## config.mk

```make
export PLATFORM = sky130hd
export DESIGN_NAME = md_rx_packer
export DESIGN_NICKNAME = d
export VERILOG_FILES = /design/src/rtl/md_rx_packer.sv
export SDC_FILE = /design/constraint.sdc
export NUM_CORES = 1
export LEC_CHECK = 0
export BUFFER_PORTS_ARGS = -buffer_cell sky130_fd_sc_hd__clkbuf_2
export CORE_UTILIZATION = 57
export DETAILED_ROUTE_END_ITERATION = 6
export GPL_TIMING_DRIVEN = 0
export PLACE_DENSITY = 0.9
export SLEW_MARGIN = 10
export SYNTH_ARGS = -nofsm -noshare
export SYNTH_HDL_FRONTEND = slang
export SYNTH_SLANG_ARGS = --single-unit
export TNS_END_PERCENT = 10
```

## constraint.sdc

```tcl
create_clock -name clk -period 5.8 [get_ports clk]
set_input_delay 0.29 -clock clk [delete_from_list [all_inputs] [get_ports clk]]
set_output_delay 0.29 -clock clk [all_outputs]
set_load 0.02 [all_outputs]
```

## src/rtl/md_rx_packer.sv

```systemverilog
// md_rx_packer: packs a byte stream into MD RX transfers starting at a configurable lane
module md_rx_packer #(
    parameter  int ALGN_DATA_WIDTH = 32,
    localparam int LANES           = ALGN_DATA_WIDTH / 8,
    localparam int OFFSET_W        = $clog2(LANES),
    localparam int SIZE_W          = $clog2(LANES) + 1
) (
    input  logic                       clk,
    input  logic                       reset_n,
    input  logic [OFFSET_W-1:0]        cfg_start_offset,
    input  logic                       s_valid,
    input  logic [7:0]                 s_data,
    input  logic                       s_last,
    output logic                       s_ready,
    output logic                       md_rx_valid,
    output logic [ALGN_DATA_WIDTH-1:0] md_rx_data,
    output logic [OFFSET_W-1:0]        md_rx_offset,
    output logic [SIZE_W-1:0]          md_rx_size,
    input  logic                       md_rx_ready,
    input  logic                       md_rx_err,
    output logic [7:0]                 err_cnt,
    output logic [15:0]                xfer_cnt,
    output logic                       busy
);
    localparam logic [1:0] IDLE  = 2'd0;
    localparam logic [1:0] ACCUM = 2'd1;
    localparam logic [1:0] SEND  = 2'd2;

    logic [1:0]                 state_q, state_d;
    logic [OFFSET_W-1:0]        base_q, base_d;
    logic [SIZE_W-1:0]          ptr_q, ptr_d;
    logic [ALGN_DATA_WIDTH-1:0] acc_q, acc_d;
    logic                       last_q, last_d;
    logic [7:0]                 err_q, err_d;
    logic [15:0]                xfer_q, xfer_d;
    logic [SIZE_W-1:0]          lane;
    logic                       send;

    // ptr_q is the next free lane, so in SEND the byte count is simply ptr_q - base_q
    assign send         = state_q == SEND;
    assign s_ready      = reset_n && !send;
    assign md_rx_valid  = send;
    assign md_rx_data   = send ? acc_q : '0;
    assign md_rx_offset = send ? base_q : '0;
    assign md_rx_size   = send ? ptr_q - SIZE_W'(base_q) : '0;
    assign err_cnt      = err_q;
    assign xfer_cnt     = xfer_q;
    assign busy         = state_q != IDLE;
    assign lane         = (state_q == IDLE) ? SIZE_W'(cfg_start_offset) : ptr_q;

    // Accept bytes into the accumulator, close a chunk on last/top lane, retire it on handshake
    always_comb begin
        state_d = state_q;
        base_d  = base_q;
        ptr_d   = ptr_q;
        acc_d   = acc_q;
        last_d  = last_q;
        err_d   = err_q;
        xfer_d  = xfer_q;
        if (s_valid && s_ready) begin
            acc_d[{lane[OFFSET_W-1:0], 3'b000} +: 8] = s_data;
            ptr_d   = lane + SIZE_W'(1);
            base_d  = (state_q == IDLE) ? cfg_start_offset : base_q;
            last_d  = s_last;
            state_d = (s_last || lane == SIZE_W'(LANES - 1)) ? SEND : ACCUM;
        end
        if (md_rx_valid && md_rx_ready) begin
            xfer_d  = xfer_q + 16'd1;
            err_d   = (md_rx_err && err_q != 8'hff) ? err_q + 8'd1 : err_q;
            state_d = last_q ? IDLE : ACCUM;
            base_d  = '0;
            ptr_d   = '0;
            acc_d   = '0;
        end
    end

    // State and counter registers; reset discards any partial packet
    always_ff @(posedge clk or negedge reset_n) begin
        if (!reset_n) begin
            state_q <= IDLE;
            base_q  <= '0;
            ptr_q   <= '0;
            acc_q   <= '0;
            last_q  <= 1'b0;
            err_q   <= '0;
            xfer_q  <= '0;
        end else begin
            state_q <= state_d;
            base_q  <= base_d;
            ptr_q   <= ptr_d;
            acc_q   <= acc_d;
            last_q  <= last_d;
            err_q   <= err_d;
            xfer_q  <= xfer_d;
        end
    end
endmodule
```

# Word-level counts from Yosys, hierarchy flattened
# Cells that the tools add are included.
# Widths: inputs -> output; s select.
# totals
output_inout_bits	64
input_bits	16
word_cells	45
ff_bits	64
# classes
n_shift	2
n_mux	16
addsub	5
n_eq_ne	3
n_reduce_logical	12
# op_table
cell	count
$mux 32	3
$bwmux 32	1
$shift 8x7->32 const A	1
$shiftx 8x7->32	1
$add 16x1->16 const B	1
$mux 2	7
$mux 3	4
$add 8x1->8 const B	1
$ne 8x8->1 const B	1
$neg 5->7	1
$reduce_bool 2->1	3
$logic_and 1x1->1	4
$reduce_and 2->1	2
$add 3x1->3 const B	1
$eq 3x2->1 const B	1
$sub 3x2->3	1
$eq 2x2->1 const B	1
$logic_not 2->1	1
$logic_not 1->1	1
$logic_or 1x1->1	1
$mux 1	1

# Longest topological paths before layout
# Gate-level depths: netlist (run 1).
# depth
ltp_word	7
mapped_depth	9
ltp_nobuf	9

# Least setup slack after synthesis (run 1)
# No wires, ideal clock.
# synth_timing
kind	reg-to-reg
start	register state_q[1]
end	register acc_q[16]
t_arrival_ps	2122
setup_ps	66
path_slack_ps	3612
path_buffers	1
synth_period_minus_slack_ps	2188
path_stages_with_launch	8
t_required_ps	5734
path_cell_list	dfrtp_1 -> nor2_4 -> inv_4 -> mux2i_4 -> ha_1 -> buf_2 -> nor4b_4 -> a22o_1
# synth_via
elab_chain_len	7
word_cells_on_any_way	14
classes_between	add/sub (1); eq/ne (1); shift (2); mux (4); reduce/logical (6)
# synth_lines
element	line	source
start, declared	29	logic [1:0] state_q, state_d;
start signal, assigned	88	state_q <= state_d;
$logic_not 2->1	49	assign lane = (state_q == IDLE) ? SIZE_W'(cfg_start_offset) : ptr_q;
$mux 3	49	
$neg 5->7	61	acc_d[{lane[OFFSET_W-1:0], 3'b000} +: 8] = s_data;
$shiftx 8x7->32 / $shift 8x7->32 (equally long branches)	61	
$bwmux 32	61	
$mux 32	60	if (s_valid && s_ready) begin
$mux 32	67	if (md_rx_valid && md_rx_ready) begin
end signal, assigned	83	acc_q <= '0;
end signal, assigned	91	acc_q <= acc_d;
end, declared	32	logic [ALGN_DATA_WIDTH-1:0] acc_q, acc_d;
# Several ways; a longest one is shown, not always the timed one. The select of a mux whose other input is x is not followed.
# A chain may end at the register's enable or synchronous reset.

# Final worst setup path (run 1)
# layout_timing
start	register state_q[1]
end	register acc_q[22]
# The elaborated chain is that of the path after synthesis.

==> flow_metrics.env, run 1 <==
export IMPL_ys_flop_type="dfrtp_1"
export IMPL_slew_headroom=0.405
export IMPL_grt_ovfl_total=0
export IMPL_synth_cell_types=38
export IMPL_reg2reg_to="acc_q[22]"
export IMPL_cp_num_buf_inv=2
export IMPL_finClkSkew_ps=8.95
export IMPL_cts_resized=0
export IMPL_post_route_drc_count=0
export IMPL_nFillCells=371
export IMPL_r2r_cells=7
export IMPL_p_int_mw=0.916
export IMPL_via_per_inst=5.50
export IMPL_dr_pass1_iters=5
export IMPL_hold_start="s_last"
export IMPL_synth_ff_latch_count=64
export IMPL_drt_iter0_drc=138
export IMPL_regArea_um2=1600
export IMPL_numPortBuffers=79
export IMPL_cts_num_sinks=64
export IMPL_clkPwrFrac=0.206
export IMPL_worstSkewPairLatency_ps=340
export IMPL_place_gp_congestion=0.794
export IMPL_cts_setup_buffers=0
export IMPL_syn_num_nets=310
export IMPL_tns_ps=0
export IMPL_setup_worst_path_start="state_q[1]"
export IMPL_die_x_um=75.7
export IMPL_grtUsageTotal=0.254
export IMPL_cap_violations=0
export IMPL_seq_area_frac_synth=0.517
export IMPL_cts_path_max_buffers=2
export IMPL_antenna_found_initial=0
export IMPL_slew_violations=0
export IMPL_setup_viol=0
export IMPL_h_tree_depth=3
export IMPL_place_hpwl_um=5050
export IMPL_yosys_area_top_type="dfrtp_1"
export IMPL_r2r_slack_ps=3330
export IMPL_yosysTopAreaCellShare=0.517
export IMPL_multi_input_area_um2=1410
export IMPL_num_vias=2480
export IMPL_irDropWorstVdd_mv=0.247
export IMPL_area_growth_pct=21.9
export IMPL_async_reset_ff_frac=1.00
export IMPL_finalWirelength_um=6940
export IMPL_rows=26
export IMPL_min_path_cells=3
export IMPL_netlist_area_um2=3100
export IMPL_cp_required_ps=6070
export IMPL_power_per_cell_area_nw_per_um2=408
export IMPL_path_cells="nor2_4 > inv_4 > mux2i_4 > ha_1 > buf_2 > nor4b_4 > a22o_1"
export IMPL_grt_max_degree=53
export IMPL_seqPwrFrac=0.408
export IMPL_clock_fmax_ghz=0.406
export IMPL_io_pins=80
export IMPL_slowest_delay_ps=530
export IMPL_num_antenna_cells=0
export IMPL_switching_share=0.404
export IMPL_core_um2=5170
export IMPL_avgSynthCellArea_um2=10.8
export IMPL_cts_root_buffer="clkbuf_8"
export IMPL_numCtsBuffers=9
export IMPL_ant_nets=0
export IMPL_synth_edf_count=0
export IMPL_cts_tree="yes"
export IMPL_fin_crit_ps=2470
export IMPL_drive_above_1_share=0.294
export IMPL_grt_pass1_vias=2217
export IMPL_crit_family="simple AND/OR/NAND/NOR gates"
export IMPL_yosysMostFrequentCell="dfrtp_1"
export IMPL_crit_type="reg -> reg"
export IMPL_rsz0062_at_grt="no"
export IMPL_period_share=0.425
export IMPL_yosysWarnings=0
export IMPL_syn_inst=286
export IMPL_worst_slew_pin_transition_ps=884
export IMPL_cp_start_kind="flop"
export IMPL_end_kind="flop"
export IMPL_crit_slowest_cell="nor4b_4"
export IMPL_r2r_start="state_q[1]"
export IMPL_die_h_um=75.7
export IMPL_hold_viol_final=0
export IMPL_comb_power_share=0.387
export IMPL_status="finished clean"
export IMPL_p_sw_mw=0.622
export IMPL_ys_top_cells_by_area="dfrtp_1 52%, and2_1 7.3%, a22o_1 6.8%"
export IMPL_grt_pass1_wl_um=10600
export IMPL_yosys_top_cells_count="64 x dfrtp_1, 36 x and2_1, 24 x a22o_1, 21 x nand2_1, 17 x xnor2_1"
export IMPL_cp_arrival_ps=2730
export IMPL_holdPathEnd="last_q"
export IMPL_power_leakage_nw=1.91
export IMPL_clkTransAtPathRegs_ps=60
export IMPL_hold_class="in -> reg"
export IMPL_crit_fanout=10
export IMPL_start_util=0.598
export IMPL_final_util=0.729
export IMPL_dieArea_um2=5730
export IMPL_p_total_mw=1.54
export IMPL_wl_per_cell_um=15.4
export IMPL_layout_nets=402
==> timing repair <==
item                                    CTS  global route
endpoints found under the hold margin    15             0
hold buffers                              1             0
endpoints found under the setup margin    0             0
==> layer usage <==
layer / global-route usage / up-vias / wire length (um)
li1: - / 1198 / -
met1: 0.347 / 1193 / 3120
met2: 0.393 / 76 / 3400
met3: 0.0503 / 13 / 302
met4: 0.123 / 0 / 116
met5: 0 / - / 0
==> flip-flops by register name (all words and copies together), names as in the netlist <==
name / flops
acc_q: 32
base_q: 2
err_cnt: 8
last_q: 1
ptr_q: 3
state_q: 2
xfer_cnt: 16
==> tightest hold or removal path: stages <==
cell      delay (ps)
clkbuf_2         100
nand2_1           50
nand2_1           50
==> power by group through the flow <==
stage | sequential [mW] | clock [mW] | combinational (mW)
2_1_floorplan | 0.644 | 0 | 0.397
5_1_grt | 0.642 | 0.337 | 0.657
6_report | 0.627 | 0.316 | 0.594
4_1_cts | 0.626 | 0.319 | 0.597
3_3_place_gp | 0.628 | 0 | 0.572
3_5_place_dp | 0.634 | 0 | 0.594
==> stage by stage <==
step	cells	setup slack, ps	hold slack [ps]	area, um^2
floorplan	286	3610	-5.59	3100
global placement	435	3000	460	3580
detailed placement	436	3400	195	3610
CTS	451	3360	184	3770
global route	451	3230	192	3770
finish	451	3330	193	3770
==> worst max-delay path by stage <==
stage | cells after the start | slack [ps] | to
after global routing | 7 | 3230 | acc_q[22]
after CTS | 7 | 3360 | acc_q[22]
after detailed placement | 7 | 3400 | acc_q[20]
after global placement | 5 | 3000 | acc_q[7]
after floorplan | 7 | 3610 | acc_q[16]
final | 7 | 3330 | acc_q[22]
==> cell families after synthesis <==
kind of cell               share of synthesized area
buffers and inverters                         0.0275
and+or+nand+nor                                0.217
AOI/OAI and AO/OA                              0.127
DFF                                            0.517
adders and majority gates                     0.0348
muxes                                         0.0109
xor gates and xnor gates                      0.0651
==> area by class of cell <==
| type | count | share of cell area |
|---|---|---|
| repair buffers | 81 | 0.115 |
| clock inverters | 1 | 0.00133 |
| clock buffers | 13 | 0.0395 |
| well taps | 70 | 0.0232 |
| flip-flops and latches | 64 | 0.425 |
| inverters | 8 | 0.00929 |
| plain buffers | 11 | 0.0133 |
| multi-input cells | 203 | 0.373 |
==> cell usage in the layout, fill, tap and decap left out, types with 2 or more instances in the layout <==
cell type / count
nand3_1: 16
nand4b_1: 2
xor2_1: 6
xnor2_1: 17
and4_1: 2
nor2_1: 10
inv_1: 5
dfrtp_1: 64
o21ai_0: 13
nand2_1: 21
and2_1: 36
a22o_1: 24
nor4_1: 2
a21oi_2: 3
nor4b_4: 2
inv_4: 2
and3_1: 4
clkbuf_1: 7
clkbuf_8: 10
ha_1: 7
nor3_1: 2
clkbuf_2: 78
a21oi_1: 9
nand4_1: 13
buf_2: 7
(Power assumes the default switching activity.)
==> run 2: changes to the inputs <==
--- a/config.mk
+++ b/config.mk
@@ -5,11 +5,12 @@
 export SDC_FILE = /design/constraint.sdc
 export NUM_CORES = 1
 export LEC_CHECK = 0
+export ABC_AREA = 1
 export BUFFER_PORTS_ARGS = -buffer_cell sky130_fd_sc_hd__clkbuf_2
-export CORE_UTILIZATION = 57
+export CORE_UTILIZATION = 54
 export DETAILED_ROUTE_END_ITERATION = 6
 export GPL_TIMING_DRIVEN = 0
-export PLACE_DENSITY = 0.9
+export PLACE_DENSITY = 0.85
 export SLEW_MARGIN = 10
 export SYNTH_ARGS = -nofsm -noshare
 export SYNTH_HDL_FRONTEND = slang
==> constraint.sdc (replaced) <==
create_clock -name clk -period 2.3 [get_ports clk]
set_input_delay 0.115 -clock clk [delete_from_list [all_inputs] [get_ports clk]]
set_output_delay 0.115 -clock clk [all_outputs]
set_load 0.02 [all_outputs]
==> run 2 against run 1 <==
Effect of this change:
- via count grew 32%
- global-route usage down 1.2 points
- combinational power increased to 3.7 times the previous value
- clock skew down 4.2 ps
- critical path type unchanged
- largest power group is now combinational logic
==> flow_metrics.env, run 2 <==
export IMPL_core_um2=6390
export IMPL_yosys_area_top_type="dfrtp_1"
export IMPL_numPortBuffers=79
export IMPL_drive_above_1_share=0.217
export IMPL_async_reset_ff_frac=1.00
export IMPL_h_tree_depth=3
export IMPL_switching_share=0.459
export IMPL_rows=29
export IMPL_worstSkewPairLatency_ps=330
export IMPL_clock_fmax_ghz=0.483
export IMPL_layout_common_cells="133 x nand2_1, 78 x clkbuf_2, 75 x inv_1"
export IMPL_io_pins=80
export IMPL_seqPwrFrac=0.355
export IMPL_synth_cell_types=34
export IMPL_path_cells="nor2_4 > nand2_1 > nand2_4 > ha_1 > clkbuf_1 > nor2_2 > nand2_1 > inv_1 > nand3_1 > o21ai_0"
export IMPL_cts_root_buffer="clkbuf_8"
export IMPL_p_int_mw=2.57
export IMPL_cp_num_buf_inv=2
export IMPL_drt_iter0_drc=166
export IMPL_final_util=0.670
export IMPL_syn_inst=471
export IMPL_slew_headroom=0.642
export IMPL_avgSynthCellArea_um2=7.59
export IMPL_r2r_slack_ps=230
export IMPL_wl_per_cell_um=12.4
export IMPL_syn_num_nets=495
export IMPL_clkTransAtPathRegs_ps=60
export IMPL_finClkSkew_ps=4.72
export IMPL_cpMostUsedCell="nand2_1"
export IMPL_fin_crit_ps=2070
export IMPL_place_gp_congestion=0.877
export IMPL_hold_class="in -> reg"
export IMPL_regMostFlops="acc_q"
export IMPL_post_route_drc_count=0
export IMPL_power_leakage_nw=2.32
export IMPL_yosysTopAreaCellShare=0.448
export IMPL_nFillCells=583
export IMPL_largest_reg_flops=32
export IMPL_dieArea_um2=6950
export IMPL_crit_path_end="acc_q[10]"
export IMPL_seq_area_frac_synth=0.448
export IMPL_crit_type="reg -> reg"
export IMPL_cts_path_max_buffers=2
export IMPL_setup_viol=0
export IMPL_r2r_start="state_q[1]"
export IMPL_crit_family="simple AND/OR/NAND/NOR gates"
export IMPL_comb_power_share=0.466
export IMPL_synth_edf_count=0
export IMPL_via_per_inst=5.09
export IMPL_grtUsageTotal=0.242
export IMPL_cts_setup_buffers=0
export IMPL_yosysMostFrequentCell="nand2_1"
export IMPL_place_hpwl_um=6130
export IMPL_crit_slowest_cell="dfrtp_2"
export IMPL_final_common_cell="nand2_1"
export IMPL_ys_flop_type="dfrtp_1"
export IMPL_period_share=0.900
export IMPL_grt_pass1_vias=3012
export IMPL_dr_pass1_iters=5
export IMPL_yosys_top_cells_count="133 x nand2_1, 75 x inv_1, 64 x dfrtp_1, 59 x nor2_1, 49 x nand3_1"
export IMPL_numCtsBuffers=9
export IMPL_synth_ff_latch_count=64
export IMPL_cp_arrival_ps=2300
export IMPL_hold_viol_final=0
export IMPL_reg2reg_to="acc_q[10]"
export IMPL_cts_tree="yes"
export IMPL_num_antenna_cells=0
export IMPL_layout_nets=587
export IMPL_irDropWorstVdd_mv=0.614
export IMPL_stdcell_count=643
export IMPL_dp_cells=628
export IMPL_worst_slew_pin_transition_ps=533
export IMPL_setup_worst_path_start="state_q[1]"
export IMPL_cap_violations=0
export IMPL_area_growth_pct=19.6
export IMPL_netlist_area_um2=3580
export IMPL_cp_required_ps=2530
export IMPL_grt_ovfl_total=0
export IMPL_slew_violations=0
export IMPL_grt_max_degree=37
export IMPL_cp_start_kind="flop"
export IMPL_crit_fanout=8
export IMPL_yosysWarnings=0
export IMPL_p_sw_mw=2.18
export IMPL_ys_top_cells_by_area="dfrtp_1 45%, nand2_1 14%, inv_1 7.9%"
export IMPL_cts_num_sinks=64
export IMPL_clkPwrFrac=0.179
export IMPL_status="finished clean"
export IMPL_finalWirelength_um=7960
export IMPL_slowest_delay_ps=470
export IMPL_worst_path_stages=10
export IMPL_die_h_um=83.4
export IMPL_num_vias=3271
export IMPL_antenna_found_initial=0
export IMPL_r2r_cells=10
export IMPL_start_util=0.560
export IMPL_grt_pass1_wl_um=13400
export IMPL_end_kind="flop"
export IMPL_power_per_cell_area_nw_per_um2=1110
export IMPL_ant_nets=0
export IMPL_rsz0062_at_grt="no"
export IMPL_die_x_um=83.4
run 2: metrics by stage:
| stage | setup TNS [ps] | hold WS [ps] | power (mW) | instance area [um^2] | setup WS (ps) |
|---|---|---|---|---|---|
| 2_1_floorplan | 0 | -181 | 3.29 | 3580 | 341 |
| 3_3_place_gp | -360 | 332 | 3.81 | 4070 | -39.3 |
| 3_5_place_dp | 0 | 110 | 3.90 | 4090 | 142 |
| 4_1_cts | 0 | 3.15 | 4.76 | 4270 | 110 |
| 5_1_grt | 0 | 15.3 | 5.15 | 4280 | 9.92 |
| 6_report | 0 | 17.0 | 4.75 | 4280 | 230 |
run 2: final cells by class:
| class | instances | area [um^2] | share of cell area |
|---|---|---|---|
| Clock buffer | 14 | 173 | 0.0404 |
| Sequential cell | 64 | 1600 | 0.375 |
| Timing Repair Buffer | 81 | 428 | 0.100 |
| Inverter | 78 | 295 | 0.0690 |
| Multi-Input combinational cell | 319 | 1630 | 0.381 |
| Buffer | 10 | 53.8 | 0.0126 |
| Tap cell | 77 | 96.3 | 0.0225 |
run 2: kinds of logic (layout without fill, tap and decap cells):
| logic type | Yosys count | in the layout | share of synthesized area |
|---|---|---|---|
| XOR/XNOR | 14 | 14 | 0.0343 |
| adder cells (fa/ha/maj) | 8 | 8 | 0.0301 |
| buffers and inverters | 88 | 183 | 0.0976 |
| AND/OR/NAND/NOR | 268 | 268 | 0.342 |
| flip-flops | 64 | 64 | 0.448 |
| AO/OA/AOI/OAI | 29 | 29 | 0.0479 |
run 2: worst min path at each step:
stage	start	end	slack [ps]	depth (start not counted)
6_report	s_last	last_q	20	3
2_1_floorplan	reset_n	acc_q[0]	-180	0
3_5_place_dp	reset_n	acc_q[28]	110	1
5_1_grt	s_last	last_q	20	3
4_1_cts	s_last	last_q	3	3
3_3_place_gp	s_last	last_q	330	3
run 2: metal layers:
layer	part of all wire	wire (um)	vias up	global-route usage
met1	0.45	3590	1520	0.314
met4	0.014	114	0	0.102
met3	0.052	410	12	0.0408
met5	0	0	-	0
li1	-	-	1638	-
met2	0.48	3850	101	0.403
run 2: worst reg2reg max path, stage by stage, from the launching register on:
cell and delay (ps):
dfrtp_2 470, nor2_4 210, nand2_1 110, nand2_4 130, ha_1 230, clkbuf_1 190, nor2_2 260, nand2_1 90
inv_1 90, nand3_1 90, o21ai_0 100
run 2: power groups by stage:
stage	Clock, mW	Sequential [mW]	Combinational [mW]
after floorplan	0	1.74	1.55
after global routing	0.931	1.72	2.50
final	0.852	1.69	2.22
after detailed placement	0	1.70	2.19
after CTS	0.872	1.68	2.21
after global placement	0	1.69	2.12
run 2: repair_timing:
item | in CTS | in global routing
hold buffers | 1 | 0
endpoints found under the setup margin | 0 | 12
hold endpoints to repair | 30 | 0
resized for setup | 0 | 2
